File: src/rtl/fft_frame_sequencer.sv
// Sequences ADC sampling into an FFT frame buffer, then hands off to the FFT and SPI result link.
// A free-running sample-tick divider paces conversions; COMPUTE and TX are guarded by a done timeout.
//
// state     | meaning
// ----------+---------------------------------------------------------------
// IDLE      | waiting for enable; sample index parked at 0
// WAIT_TICK | loading frame, waiting for the next sample tick
// CONVERT   | ADC conversion in flight, waiting for adc_dv
// WRITE     | one-cycle write of the captured sample into the FFT buffer
// COMPUTE   | frame loaded, waiting for fft_done (timeout guarded)
// TX        | result transmission, waiting for spi_done (timeout guarded)
module fft_frame_sequencer #(
  parameter int SAMPLE_DIV   = 1000,
  parameter int N_SAMPLES    = 16,
  parameter int ADDR_W       = 4,
  parameter int DONE_TIMEOUT = 4096
) (
  input  logic              clk,
  input  logic              rst,
  input  logic              enable,
  output logic              adc_sample,
  input  logic              adc_dv,
  input  logic [7:0]        adc_data,
  output logic              fft_load,
  output logic              fft_we,
  output logic [ADDR_W-1:0] fft_addr,
  output logic [15:0]       fft_data,
  input  logic              fft_done,
  output logic              spi_start,
  input  logic              spi_done,
  output logic [15:0]       frame_count,
  output logic              overrun,
  output logic              timeout_err
);

  localparam int TICK_W = (SAMPLE_DIV > 1) ? $clog2(SAMPLE_DIV) : 1;
  localparam int TMO_W  = $clog2(DONE_TIMEOUT + 1);

  localparam logic [TICK_W-1:0] TICK_LAST = TICK_W'(SAMPLE_DIV - 1);
  localparam logic [ADDR_W-1:0] IDX_LAST  = ADDR_W'(N_SAMPLES - 1);
  localparam logic [TMO_W-1:0]  TMO_LOAD  = TMO_W'(DONE_TIMEOUT - 1);

  typedef enum logic [2:0] {
    S_IDLE,
    S_WAIT_TICK,
    S_CONVERT,
    S_WRITE,
    S_COMPUTE,
    S_TX
  } state_t;

  state_t            state;
  logic [TICK_W-1:0] tick_cnt;
  logic [ADDR_W-1:0] idx;
  logic [TMO_W-1:0]  tmo_cnt;
  logic              tick;

  // The divider runs regardless of frame state so sample spacing stays uniform across frames.
  assign tick = enable && (tick_cnt == TICK_LAST);

  always_ff @(posedge clk) begin
    if (rst || !enable) begin
      tick_cnt <= '0;
    end else if (tick_cnt == TICK_LAST) begin
      tick_cnt <= '0;
    end else begin
      tick_cnt <= tick_cnt + TICK_W'(1);
    end
  end

  always_ff @(posedge clk) begin
    if (rst) begin
      state       <= S_IDLE;
      idx         <= '0;
      tmo_cnt     <= '0;
      frame_count <= '0;
      overrun     <= 1'b0;
      timeout_err <= 1'b0;
      fft_data    <= '0;
    end else begin
      case (state)
        S_IDLE: begin
          if (enable) begin
            state <= S_WAIT_TICK;
            idx   <= '0;
          end
        end
        S_WAIT_TICK: begin
          if (!enable) begin
            state <= S_IDLE;
            idx   <= '0;
          end else if (tick) begin
            state <= S_CONVERT;
          end
        end
        S_CONVERT: begin
          if (!enable) begin
            state <= S_IDLE;
            idx   <= '0;
          end else begin
            if (tick) overrun <= 1'b1;
            if (adc_dv) begin
              fft_data <= {8'h00, adc_data};
              state    <= S_WRITE;
            end
          end
        end
        S_WRITE: begin
          // A fully loaded frame always proceeds to the FFT, even if enable just dropped.
          if (idx == IDX_LAST) begin
            state   <= S_COMPUTE;
            tmo_cnt <= TMO_LOAD;
          end else if (enable) begin
            state <= S_WAIT_TICK;
            idx   <= idx + ADDR_W'(1);
          end else begin
            state <= S_IDLE;
            idx   <= '0;
          end
        end
        S_COMPUTE: begin
          if (fft_done) begin
            state   <= S_TX;
            tmo_cnt <= TMO_LOAD;
          end else if (tmo_cnt == '0) begin
            timeout_err <= 1'b1;
            state       <= S_IDLE;
            idx         <= '0;
          end else begin
            tmo_cnt <= tmo_cnt - TMO_W'(1);
          end
        end
        S_TX: begin
          if (spi_done) begin
            frame_count <= frame_count + 16'd1;
            idx         <= '0;
            state       <= enable ? S_WAIT_TICK : S_IDLE;
          end else if (tmo_cnt == '0) begin
            timeout_err <= 1'b1;
            state       <= S_IDLE;
            idx         <= '0;
          end else begin
            tmo_cnt <= tmo_cnt - TMO_W'(1);
          end
        end
        default: begin
          state <= S_IDLE;
          idx   <= '0;
        end
      endcase
    end
  end

  assign adc_sample = (state == S_WAIT_TICK) && tick;
  assign fft_we     = (state == S_WRITE);
  assign fft_load   = (state == S_WAIT_TICK) || (state == S_CONVERT) || (state == S_WRITE);
  assign fft_addr   = idx;
  assign spi_start  = (state == S_COMPUTE) && fft_done;

endmodule

File: config.mk
export PLATFORM = sky130hd
export DESIGN_NAME = fft_frame_sequencer
export DESIGN_NICKNAME = d
export VERILOG_FILES = /design/src/rtl/fft_frame_sequencer.sv
export SDC_FILE = /design/constraint.sdc
export NUM_CORES = 1
export LEC_CHECK = 0
export BUFFER_PORTS_ARGS = -buffer_cell sky130_fd_sc_hd__buf_4
export CAP_MARGIN = 20
export CORE_UTILIZATION = 30
export DETAILED_ROUTE_END_ITERATION = 10
export GPL_ROUTABILITY_DRIVEN = 0
export GPL_TIMING_DRIVEN = 0
export PLACE_DENSITY_LB_ADDON = 0.3
export SLEW_MARGIN = 20
export SYNTH_ARGS = -nofsm -noshare
export SYNTH_HDL_FRONTEND = slang
export SYNTH_SLANG_ARGS = --single-unit
File: constraint.sdc
create_clock -name clk -period 1.7 [get_ports clk]
set_input_delay 0.255 -clock clk [delete_from_list [all_inputs] [get_ports clk]]
set_output_delay 0.255 -clock clk [all_outputs]
set_load 0.05 [all_outputs]
==> flow_summary.yaml, run 1 <==
status:
  outcome: "finished, violations left"
  violations: "setup timing"
place:
  portBuffers: 45
  hpwl_um: 4601
  dp_cells: 485
grt:
  grt_usage_pct: 14.66
  grt_overflow_total: 0
  grt_pass1_vias: 2556
  grt_pass1_wl_um: 11720
  grt_max_degree: 17
  antenna_found_initial: 0
finish:
  layout.cells.non_filler: 522
  num_antenna_cells: 0
  final_util_pct: 44.70
  layout-drive-gt1-share_pct: 39.13
  fin_nets: 432
  syn2layout_area_growth_pct: 41.94
pwr:
  powerDensity_mw_per_mm2: 573.1
  ir_drop_uv: 293.7
  total_leakage_power_nw: 1.563
sta:
  skew_ns: 0.009210
  relSlewSlack_pct: 56.44
  min_period_ns: 1.965
  fin_ws_ns: -0.2653
  slew_viol_final: 0
  holdWs_ns: 0.1938
  tightest_slew_ns: 0.6534
  clock.fmax_mhz: 508.8
  finalCritPeriodShare_pct: 115.6
  rsz0062_at_grt: "yes"
  finalSetupViolations: 18
  hold_viol: 0
logic_synthesis:
  synth_seq_cells: 56
  synth_area_leader_cell: "dfxtp_1"
  ys_top_cells_by_count: "56 x dfxtp_1, 40 x nor2_1, 32 x a21oi_1"
  synth-compound-area-share_pct: 11.99
  ys_async_sr_fraction_pct: 0
  synth_top_area_share_pct: 40.23
  synth_ff_type: "dfxtp_1"
  synth_top_family_by_area: "simple AND/OR/NAND/NOR gates"
  synth_edf_count: 0
  synth_fa_ha_area_share_pct: 2.245
  synthMuxAreaShare_pct: 0.8981
  syn-cell-area_mm2: 0.002786
  ys_types: 53
  netlist_top_cells_area: "dfxtp_1 40%, a21oi_1 5.7%, nor2_1 5.4%"
  avgSynthCellArea_um2: 8.574
  syn_inst: 325
  synth-xor-area-share_pct: 10.06
  ys_warn_count: 0
  synthSimpleGateAreaFrac_pct: 28.60
  yosysMostFrequentCell: "dfxtp_1"
  ys_seq_area_share_pct: 40.23
route:
  drtIter0Drc: 89
  via_per_inst: 4.868
  first_pass_iters: 6
  drc_errors: 0
  dr_total_vias: 2541
  route.antenna.remaining_nets: 0
  wl_um: 7036
  post_drt_wl_per_cell_um: 13.48
flow_run:
  max_cap_viol_count: 0
min_path:
  hold_class: "in2reg"
floorplan:
  rows: 34
  start_util_pct: 31.49
  core_area_mm2: 0.008848
  die_area_mm2: 0.009678
  fp.dieH_um: 98.38
  fp.dieW_um: 98.38
  io_pins: 56
setup_path:
  crit_fanout: 3
  path_class: "reg2out"
  critPathBufInv: 2
  startpoint_type: "flip-flop"
  max_stage_delay_ns: 0.37
  required_ns: 1.44
  end_kind: "primary output"
  crit_chain: "nand2_1 -> nor4_4 -> inv_2 -> nor4b_4 -> buf_6"
  slowest_stage: "dfxtp_1"
  arrival_ns: 1.71
  cpLargestDelayFamily: "simple AND/OR/NAND/NOR gates"
clocking:
  cts_made_buffers: 5
  clockRootBuffer: "clkbuf_8"
  ctsHoldBuffers: 0
  clk_latency_ns: 0.31
  clk_pin_slew_ns: 0.10
  h-tree-depth: 2
  cts_tree: "built"
  cts.path.max_buffers: 2
  clkSinkCount: 56
[per-layer routing]
metal,part of all wire (%),track usage (%),vias up
met1,47,18.70,1187
met4,0.99,4.478,0
li1,-,-,1294
met2,48,24.92,53
met3,4.1,2.935,7
met5,0,0,-
[where the power goes]
| part | internal [mW] | total [mW] | switching (mW) | leakage, nW |
|---|---|---|---|---|
| Clock | 0.334 | 0.781 | 0.447 | 0.0488 |
| Sequential | 1.31 | 1.31 | 0.00527 | 0.461 |
| Combinational | 0.0596 | 0.171 | 0.111 | 1.05 |
[timing repair]
| item | 4_1_cts | 5_1_grt |
|---|---|---|
| pin swaps | 26 | 19 |
| gates resized for setup | 43 | 20 |
| setup buffers | 15 | 15 |
| setup endpoints to repair | 47 | 37 |
[cells in the final DEF (no fill, tap or decap), types with 8 or more instances in the layout]
cell type / instances
xnor2_1: 16
buf_6: 8
nor2_1: 38
a21oi_1: 28
nand2_1: 21
dfxtp_2: 14
conb_1: 8
xor2_1: 14
dfxtp_1: 38
buf_4: 77
nand3_1: 20
[area by class of cell]
cell class | instances | area (um^2)
clock inverters | 1 | 6.256
plain buffers | 21 | 143.9
clock buffers | 7 | 86.33
multi-input cells | 244 | 1807
well taps | 108 | 135.1
fillers | 842 | 4893
flip-flops and latches | 56 | 1154
repair buffers | 75 | 585.6
inverters | 10 | 37.54
[flip-flops by register name (all words and copies together) (netlist names)]
register     count
fft_data         8
state            3
tmo_cnt         13
timeout_err      1
overrun          1
fft_addr         4
tick_cnt        10
frame_count     16
[kinds of logic after synthesis]
| kind of cell | count (synthesis) |
|---|---|
| buffers and inverters | 32 |
| AO/OA/AOI/OAI | 54 |
| AND/OR/NAND/NOR | 143 |
| flip-flops | 56 |
| XOR/XNOR | 32 |
| other | 1 |
| adder cells (fa/ha/maj) | 5 |
| multiplexers | 2 |
[worst register-to-register path, cell delays in order, from the launching register on]
cell,delay (ns)
dfxtp_2,0.34
buf_6,0.13
nand2b_1,0.26
nor2_2,0.44
nand2_1,0.30
nand2_1,0.14
a21oi_1,0.07
[final timing paths]
| kind | startpoint | to | slack, ns | cells past startpoint |
|---|---|---|---|---|
| worst max-delay path | tick_cnt[5] | adc_sample | -0.27 | 5 |
| worst min-delay path | adc_data[7] | fft_data[7] | 0.19 | 3 |
| worst max register to register | state[2] | fft_data[0] | -0.12 | 6 |
| worst min register to register | fft_data[1] | fft_data[1] | 0.46 | 2 |
[through the flow]
step	TNS, ns	setup slack, ns	total power [mW]	area (um^2)
2_1_floorplan	-0.3616	-0.3010	1.461	2914
3_3_place_gp	-6.558	-0.4633	1.505	3387
3_5_place_dp	-7.546	-0.4795	1.506	3387
4_1_cts	-1.800	-0.4229	2.280	3764
5_1_grt	-4.049	-0.3503	2.352	3955
6_report	-1.432	-0.2653	2.267	3955
Note: power is estimated with default switching activity, not from simulation.
==> run 2, diff against run 1 <==
CORE_UTILIZATION = 45   (was 30)
SETUP_SLACK_MARGIN = 0.15   (was not set)
==> run 2 against run 1 <==
The flow still finishes with violations (setup timing). Worst hold slack lost 0.018 ns. Die area down 33%. Wire length increased by 6.6%. Fmax is 1.3% lower. Power grew 2.4%. Setup slack lost 0.027 ns. First-iteration DRC count rose by 64%. Flip-flop and latch count did not move. Utilization rose by 27 points. Combinational power up 16%. Critical path type unchanged.
==> flow_summary.yaml, run 2 (synthesis gave the netlist of run 1 again) <==
status:
  outcome: "finished, violations left"
  violations: "setup timing"
route:
  post_drt_wl_per_cell_um: 14.85
  first_pass_iters: 4
  drtIter0Drc: 146
  wl_um: 7500
  drc_errors: 0
  dr_total_vias: 2710
  route.antenna.remaining_nets: 0
  via_per_inst: 5.366
clocking:
  cts_tree: "built"
  cts.path.max_buffers: 2
  clkSinkCount: 56
  clk_latency_ns: 0.32
  h-tree-depth: 2
  clk_pin_slew_ns: 0.12
  clockRootBuffer: "clkbuf_8"
  cts_made_buffers: 5
setup_path:
  path_class: "reg2out"
  required_ns: 1.44
  rr_worst_depth: 7
  worstReg2RegEnd: "tmo_cnt[10]"
  regToRegSetupSlack_ns: -0.14
  cp-startpoint: "tick_cnt[1]"
  r2r-start: "state[2]"
  startpoint_type: "flip-flop"
  end_kind: "primary output"
  crit_fanout: 3
  crit_chain: "ha_4 -> nand4bb_1 -> nor4_4 -> inv_2 -> nor4b_4 -> buf_6"
  max_stage_delay_ns: 0.38
  critPathBufInv: 2
  cp.depth: 6
  endpoint: "adc_sample"
  cpLargestDelayFamily: "simple AND/OR/NAND/NOR gates"
  arrival_ns: 1.74
  slowest_stage: "dfxtp_2"
floorplan:
  fp.dieH_um: 80.69
  start_util_pct: 46.79
  io_pins: 56
  rows: 28
  die_area_mm2: 0.006511
  core_area_mm2: 0.005956
  fp.dieW_um: 80.69
finish:
  num_antenna_cells: 0
  fin_nets: 448
  final_util_pct: 71.32
  regMostFlops: "frame_count"
  mostFrequentLayoutCells: "82 x buf_4, 37 x nor2_1, 37 x dfxtp_1"
  largestRegisters: "frame_count: 16 flops, tmo_cnt: 13 flops, tick_cnt: 10 flops"
  fin_area_mm2: 0.004248
  layout-drive-gt1-share_pct: 43.95
  largest_reg_flops: 16
  final_common_cell: "buf_4"
  nFillCells: 438
  syn2layout_area_growth_pct: 52.45
place:
  place_area_mm2: 0.003436
  hpwl_um: 4409
  portBuffers: 45
  dp_slack_ns: -0.4121
sta:
  fin_ws_ns: -0.2920
  clock.fmax_mhz: 502.0
  hold_viol: 0
  final.setup.tns_ns: -1.209
  min_period_ns: 1.992
  slew_viol_final: 0
  skew_ns: 0.01140
  rsz0062_at_grt: "yes"
  tightest_slew_ns: 0.6402
  finalSetupViolations: 15
  relSlewSlack_pct: 57.32
  finalCritPeriodShare_pct: 117.2
pwr:
  ir_drop_uv: 369.3
  total_leakage_power_nw: 1.732
  powerDensity_mw_per_mm2: 546.1
flow_run:
  max_cap_viol_count: 0
grt:
  grt_max_degree: 21
  grt_overflow_total: 0
  grt_pass1_vias: 2466
  grt_usage_pct: 22.29
  grt_pass1_wl_um: 11250
  antenna_found_initial: 0
min_path:
  hold_class: "in2reg"
-- run 2: what timing repair did --
item	CTS	global route
setup endpoints to repair	51	52
buffers inserted	23	20
pin swaps	26	22
gates cloned	1	1
hold buffers	0	0
resized for setup	40	40
-- run 2: through the flow --
| stage | hold WS (ns) | total power, mW | std cells |
|---|---|---|---|
| detailed placement | 0.4511 | 1.508 | 452 |
| global route | 0.1720 | 2.412 | 505 |
| global placement | 0.4417 | 1.508 | 452 |
| CTS | 0.1772 | 2.305 | 484 |
| floorplan | 0.4027 | 1.465 | 332 |
| finish | 0.1753 | 2.320 | 505 |
-- run 2: report_power, final --
| part | leakage, nW | switching, mW | internal [mW] |
|---|---|---|---|
| clock | 0.0511 | 0.495 | 0.313 |
| combinational | 1.22 | 0.121 | 0.0781 |
| sequential | 0.463 | 0.00594 | 1.31 |
-- run 2: final cells by class --
type                       instances  area (um^2)  share of cell area (%)
buffer                            22        162.7                   3.829
clock buffer                       5        68.82                   1.620
clock inverter                     3        28.78                  0.6775
inverter                          10        40.04                  0.9426
multi-input combinational        244         1888                   44.45
sequential                        56         1162                   27.36
tap                               75        93.84                   2.209
timing repair buffer              90        803.3                   18.91
-- run 2: metal layers --
layer	up-vias	share of wire [%]	track usage [%]
met3	11	4.2	5.568
met1	1310	43	27.46
li1	1334	-	-
met5	-	0	0
met4	0	1.4	6.250
met2	55	51	38.14
-- run 2: worst min-delay path: cells and delay by family --
family	cells	cell delay (ns)
AOI/OAI and AO/OA	1	0.05
and+or+nand+nor	1	0.05
buffers and inverters	1	0.11
-- run 2: how the worst min path moves through the flow --
stage,startpoint,end,slack [ns],cells after the start
floorplan,adc_data[0],fft_data[0],0.40,2
global placement,tick_cnt[0],tick_cnt[0],0.44,1
detailed placement,fft_data[0],fft_data[0],0.45,2
CTS,adc_data[0],fft_data[0],0.18,3
global route,adc_data[2],fft_data[2],0.17,3
finish,adc_data[2],fft_data[2],0.18,3
